**src/rtl/counter_ctrl_pkg.sv**
```systemverilog
// Shared definitions for the counter access arbiter: opcodes, FSM states
// and counter width.
package counter_ctrl_pkg;

    localparam int unsigned CNT_W = 3;

    typedef enum logic [1:0] {
        OP_READ  = 2'b00,
        OP_INC   = 2'b01,
        OP_LOAD  = 2'b10,
        OP_CLEAR = 2'b11
    } op_e;

    typedef enum logic [1:0] {
        IDLE,
        ISSUE,
        RESP
    } state_e;

endpackage

```
**src/rtl/counter_access_arbiter_rr_pick.sv**
```systemverilog
// Combinational round-robin picker: first eligible bit at or above ptr_i,
// wrapping modulo N.
module rr_pick #(
    parameter int unsigned N  = 4,
    parameter int unsigned PW = $clog2(N)
) (
    input  logic [N-1:0]  elig_i,
    input  logic [PW-1:0] ptr_i,
    output logic [N-1:0]  grant_o,
    output logic [PW-1:0] idx_o,
    output logic          any_o
);

    always_comb begin
        int unsigned pos;
        logic [PW-1:0] j;
        grant_o = '0;
        idx_o   = '0;
        any_o   = 1'b0;
        pos     = 0;
        j       = '0;
        for (int unsigned k = 0; k < N; k++) begin
            pos = 32'(ptr_i) + k;
            if (pos >= N) begin
                pos = pos - N;
            end
            j = PW'(pos);
            if (!any_o && elig_i[j]) begin
                grant_o[j] = 1'b1;
                idx_o      = j;
                any_o      = 1'b1;
            end
        end
    end

endmodule

```
**src/rtl/counter_access_arbiter.sv**
```systemverilog
// Round-robin arbiter sequencing READ/INC/LOAD/CLEAR requests from NREQ
// requesters onto a shared 3-bit counter; all outputs registered.
module counter_access_arbiter
    import counter_ctrl_pkg::*;
#(
    parameter int unsigned  NREQ  = 4,
    localparam int unsigned PTR_W = $clog2(NREQ)
) (
    input  logic                    clk,
    input  logic                    rst,
    input  logic [NREQ-1:0]         req,
    input  logic [2*NREQ-1:0]       op,
    input  logic [CNT_W*NREQ-1:0]   wdata,
    output logic [NREQ-1:0]         ack,
    output logic [CNT_W-1:0]        rdata,
    output logic                    wrapped,
    output logic                    busy,
    output logic                    cnt_ld,
    output logic                    cnt_inc,
    output logic [CNT_W-1:0]        cnt_din,
    input  logic [CNT_W-1:0]        cnt_q
);

    state_e            state_q;
    logic [PTR_W-1:0]  rr_ptr_q;
    logic [NREQ-1:0]   mask_q;
    logic [NREQ-1:0]   win_oh_q;
    op_e               op_q;
    logic [CNT_W-1:0]  pre_q;

    logic [NREQ-1:0]   ack_q;
    logic [CNT_W-1:0]  rdata_q;
    logic              wrapped_q;
    logic              busy_q;
    logic              cnt_ld_q;
    logic              cnt_inc_q;
    logic [CNT_W-1:0]  cnt_din_q;

    logic [NREQ-1:0]   pick_grant;
    logic [PTR_W-1:0]  pick_idx;
    logic              pick_any;
    op_e               pick_op;
    logic [CNT_W-1:0]  pick_wdata;
    logic [PTR_W-1:0]  rr_ptr_d;

    rr_pick #(
        .N  (NREQ),
        .PW (PTR_W)
    ) u_pick (
        .elig_i  (req & ~mask_q),
        .ptr_i   (rr_ptr_q),
        .grant_o (pick_grant),
        .idx_o   (pick_idx),
        .any_o   (pick_any)
    );

    assign pick_op    = op_e'(op[pick_idx*2 +: 2]);
    assign pick_wdata = wdata[pick_idx*CNT_W +: CNT_W];
    assign rr_ptr_d   = (pick_idx == PTR_W'(NREQ - 1)) ? '0 : pick_idx + 1'b1;

    always_ff @(posedge clk) begin
        if (rst) begin
            state_q   <= IDLE;
            rr_ptr_q  <= '0;
            mask_q    <= '0;
            win_oh_q  <= '0;
            op_q      <= OP_READ;
            pre_q     <= '0;
            ack_q     <= '0;
            rdata_q   <= '0;
            wrapped_q <= 1'b0;
            busy_q    <= 1'b0;
            cnt_ld_q  <= 1'b0;
            cnt_inc_q <= 1'b0;
            cnt_din_q <= '0;
        end else begin
            ack_q     <= '0;
            wrapped_q <= 1'b0;
            unique case (state_q)
                IDLE: begin
                    // Mask only ever blocks the single IDLE cycle right after an ack.
                    mask_q <= '0;
                    if (pick_any) begin
                        win_oh_q <= pick_grant;
                        op_q     <= pick_op;
                        pre_q    <= cnt_q;
                        rr_ptr_q <= rr_ptr_d;
                        busy_q   <= 1'b1;
                        state_q  <= ISSUE;
                        unique case (pick_op)
                            OP_INC:   cnt_inc_q <= 1'b1;
                            OP_LOAD: begin
                                cnt_ld_q  <= 1'b1;
                                cnt_din_q <= pick_wdata;
                            end
                            OP_CLEAR: begin
                                cnt_ld_q  <= 1'b1;
                                cnt_din_q <= '0;
                            end
                            default: ;
                        endcase
                    end
                end
                ISSUE: begin
                    cnt_ld_q  <= 1'b0;
                    cnt_inc_q <= 1'b0;
                    cnt_din_q <= '0;
                    state_q   <= RESP;
                end
                RESP: begin
                    ack_q     <= win_oh_q;
                    rdata_q   <= cnt_q;
                    wrapped_q <= (op_q == OP_INC) && (pre_q == 3'd7);
                    mask_q    <= win_oh_q;
                    busy_q    <= 1'b0;
                    state_q   <= IDLE;
                end
                default: state_q <= IDLE;
            endcase
        end
    end

    assign ack     = ack_q;
    assign rdata   = rdata_q;
    assign wrapped = wrapped_q;
    assign busy    = busy_q;
    assign cnt_ld  = cnt_ld_q;
    assign cnt_inc = cnt_inc_q;
    assign cnt_din = cnt_din_q;

endmodule

```
**config.mk**
```make
export PLATFORM = sky130hd
export DESIGN_NAME = counter_access_arbiter
export DESIGN_NICKNAME = d
export VERILOG_FILES = /design/src/rtl/counter_ctrl_pkg.sv /design/src/rtl/counter_access_arbiter_rr_pick.sv /design/src/rtl/counter_access_arbiter.sv
export SDC_FILE = /design/constraint.sdc
export NUM_CORES = 1
export LEC_CHECK = 0
export ABC_AREA = 1
export CAP_MARGIN = 20
export CORE_MARGIN = 1
export CORE_UTILIZATION = 44
export CTS_CLUSTER_SIZE = 24
export DETAILED_ROUTE_END_ITERATION = 6
export PLACE_DENSITY = 0.85
export SLEW_MARGIN = 20
export SYNTH_ARGS = -nofsm -noshare
export SYNTH_HDL_FRONTEND = slang
export SYNTH_HIERARCHICAL = 1
export SYNTH_SLANG_ARGS = --single-unit
```
**constraint.sdc**
```tcl
create_clock -name clk -period 2.5 [get_ports clk]
set_input_delay 0.5 -clock clk [delete_from_list [all_inputs] [get_ports clk]]
set_output_delay 0.5 -clock clk [all_outputs]
set_load 0.005 [all_outputs]
```
==> metrics.md <==
| Metric | Value |
|---|---|
| Top-area cell type share of the netlist area | `35.15%` |
| Largest net degree at the start of global routing | `22` |
| Mux share of post-synthesis cell area | `0%` |
| Fraction of power consumed by the clock network | `14.6%` |
| Sequential cell area | `620.6 sq um` |
| Final Wtd Congestion | `0.8795` |
| Start-to-end type of the worst setup path | `input pin to register` |
| Reg clk slew, reported paths | `60 ps` |
| Net count after synthesis | `295` |
| Initial antenna violation count | `0` |
| Critical Path Most Common Cell | `nor2_1` |
| Detailed-route DRC error count | `0` |
| Total GRT Usage | `21.75%` |
| Worst slack after detailed placement | `-295.9 ps` |
| Total clock sinks | `31` |
| Switching power total | `0.001532 W` |
| Floorplan die area | `4270 sq um` |
| Layout filler cell count | `309` |
| Post-synthesis share of cell area spent on and, or, nand and nor gates | `36.78%` |
| Post-DP HPWL | `3.217 mm` |
| CTS H-tree depth | `2` |
| Share of total power in sequential cells | `20.1%` |
| Most frequent cell after synthesis | `nand2_1` |
| Rel. slew slack | `60.11%` |
| Count of buffer and inverter cells on the critical path | `4` |
| Std-Cell Rows | `22` |
| Fin Hold WS | `426.8 ps` |
| Highest fanout seen on the critical path | `7` |
| Vias in the first global route | `1,763` |
| Part of the power in combinational logic | `65.4%` |
| First-pass detailed-route iteration total | `4` |
| Synth Area in Adders | `4.252%` |
| Worst setup skew after layout | `6.843 ps` |
| Data required time at the worst endpoint | `2670 ps` |
| Number of primary I/O pins | `43` |
| Switching Fraction | `44.74%` |
| Worst path arrival time | `2570 ps` |
| Number of enable flip-flop cells after synthesis | `0` |
| Cell leakage power | `1.245 nW` |
| Dominant combinational cell family by area after synthesis | `simple AND/OR/NAND/NOR gates` |
| Worst IR Drop VDD | `0.8009 mV` |
| Cells along the critical path | `clkdlybuf4s50_1 -> inv_1 -> nor2_2 -> inv_1 -> nand2_2 -> nand3_4 -> nand2_4 -> nor2_1 -> a21oi_2 -> nand3_4 -> buf_4 -> ha_1 -> nor2_1 -> nor2_1` |
| Slowest stage cell on the critical path | `clkdlybuf4s50_1` |
| TritonCTS clock tree | `built` |
| Final Slew Violations | `0` |
| Final hold viol count | `0` |
| Cell Int Power | `0.001892 W` |
| Area added between synthesis and finish | `48.12%` |
| Crit path launch type | `input pin` |
| Register area share after synthesis | `35.15%` |
| Vias post-DR | `1,922` |
| Synth Area in XOR/XNOR | `0%` |
| Standard cell core area | `3744 sq um` |
| Share of final-layout standard cells stronger than drive strength 1 | `22.96%` |
| Clock latency on the worst-skew pair | `280 ps` |
| Synth Flop Type | `dfxtp_1` |
| Number of antenna repair diodes | `0` |
| Initial core utilization | `47.16%` |
| Combined area of the multi-input logic cells | `1044 sq um` |
| Number of nets with antenna violations after detailed routing | `0` |
| Number of nets in the finished design | `365` |
| Final Setup Violations | `0` |
| Port Buf Inserts | `42` |
| Type of the tightest min-delay check | `register to register` |
| Leftover overflow at the end of global routing | `0` |
| Setup slack of the worst register-to-register path | `270 ps` |
| Kind of end point of the critical path | `register` |
| Setup WS post-layout | `103.1 ps` |
| Total routed wirelength | `4.533 mm` |
| Number of synthesis warnings | `6` |
| Share of the synthesized area in compound gates (AO/OA/AOI/OAI) | `13.75%` |
| Post-layout minimum cycle time | `2397 ps` |
| Cells taking the most area after synthesis | `dfxtp_1 35%, nand2_1 11%, nor2_1 8.5%` |
| Yosys cell types | `24` |
| Number of synthesized register bits | `31` |
| Die Width | `65.35 microns` |
| Post-route total power | `0.003424 W` |
| Clock tree buffer depth | `2` |
| Worst path max stage delay | `450 ps` |
| Power per standard cell area | `1309 nW/um^2` |
| Outcome | `complete, no violations` |
| Height of the die | `65.35 microns` |
| Post-DR wirelength/cell | `11.96 microns` |
| Highest attainable clock frequency | `0.4172 GHz` |
| Share of synthesized registers carrying an async set or reset | `0%` |
| CP delay by family, top | `simple AND/OR/NAND/NOR gates` |
| Share of the cycle needed by the critical path after routing | `95.88%` |
| Avg Synthesized Cell Area | `6.790 sq um` |
| Initial detailed-routing violation count | `108` |
| Mean number of vias per cell | `5.071` |
| Mapped cell area | `1765 sq um` |
| Global-route wire length before repair | `7.189 mm` |
| Slew at the pin closest to its max-slew limit | `597.6 ps` |
| Clock tree root driver cell | `clkbuf_8` |
| Synthesized netlist cell count | `260` |
| Cell type with the highest aggregate area in the netlist | `dfxtp_1` |
| Max capacitance violation total | `0` |
| Number of clock buffers inserted by TritonCTS | `5` |
| Commonest cells in the netlist | `50 x nand2_1, 40 x nor2_1, 32 x inv_1, 31 x dfxtp_1, 24 x nand3_1` |
-- area by class of cell --
type	instances	area share [%]
timing repair buffer	68	24.16
multi-input combinational	187	39.90
sequential	31	23.73
inverter	37	5.407
tap	48	2.297
clock inverter	2	1.340
clock buffer	6	3.158
-- final timing paths --
kind	from	to	depth (start not counted)
worst max register to register	rr_ptr_q[1]	cnt_inc	15
worst min register to register	op_q[1]	wrapped	1
worst max-delay path	req[1]	rr_ptr_q[1]	14
worst min-delay path	op_q[1]	wrapped	1
-- per-layer routing --
metal	up-vias	GRT usage [%]	wire (microns)
li1	979	-	-
met1	858	26.12	1971
met2	77	35.95	2242
met3	8	5.382	243
met4	0	10.60	74
met5	-	0	0
-- sequential cells by signal, indices dropped and copies added (netlist names) --
signal    flops
state_q       2
cnt_din       3
op_q          2
cnt_ld        1
rr_ptr_q      2
ack           4
rdata         3
wrapped       1
mask_q        4
pre_q         3
busy          1
win_oh_q      4
cnt_inc       1
-- logic make-up after synthesis --
family | Yosys count
simple gates | 138
compound gates | 43
fa+ha+maj | 6
flops | 31
buf+inv | 42
-- timing repair --
| action | 4_1_cts | 5_1_grt |
|---|---|---|
| buffers inserted | 0 | 2 |
| hold buffers | 0 | 0 |
| pin swaps | 0 | 7 |
| resized for setup | 1 | 23 |
| hold endpoints to repair | 0 | 0 |
| endpoints found under the setup margin | 1 | 13 |
-- through the flow --
stage / area (sq um) / util (%) / cells / setup TNS (ps)
2_1_floorplan: 1765 / - / 260 / 0
3_3_place_gp: 2400 / 64.10 / 369 / -1537
3_5_place_dp: 2400 / 64.10 / 369 / -2529
4_1_cts: 2522 / 67.38 / 377 / 0
5_1_grt: 2615 / 69.85 / 379 / -234.0
6_report: 2615 / 69.85 / 379 / 0
-- power groups by stage --
| stage | Combinational [W] | Clock, W | Sequential, W |
|---|---|---|---|
| final | 0.00224 | 0.000499 | 0.000687 |
| after global placement | 0.00192 | 0 | 0.000692 |
| after floorplan | 0.00127 | 0 | 0.000703 |
| after CTS | 0.00200 | 0.000511 | 0.000686 |
| after global routing | 0.00247 | 0.000531 | 0.000700 |
| after detailed placement | 0.00198 | 0 | 0.000696 |
-- cells in the final DEF, fill, tap and decap left out --
| cell type | instances |
|---|---|
| buf_4 | 24 |
| inv_1 | 31 |
| nand3_1 | 19 |
| nand4_1 | 7 |
| inv_2 | 5 |
| clkinv_2 | 1 |
| a21boi_0 | 4 |
| nor2_2 | 5 |
| nor4b_1 | 1 |
| buf_6 | 1 |
| o31ai_1 | 1 |
| nand3_2 | 4 |
| nand2_1 | 44 |
| o21ai_1 | 2 |
| bufinv_16 | 1 |
| a21oi_1 | 15 |
| dfxtp_1 | 31 |
| clkdlybuf4s50_1 | 42 |
| nor2_4 | 2 |
| ha_1 | 6 |
| buf_12 | 1 |
| inv_4 | 1 |
| nor2_1 | 36 |
| nand2_2 | 14 |
| nand3_4 | 4 |
| clkbuf_8 | 6 |
| nand2_4 | 2 |
| a31o_2 | 4 |
| a21oi_2 | 1 |
| o21ai_0 | 16 |
Power figures use the tool's default switching activity.
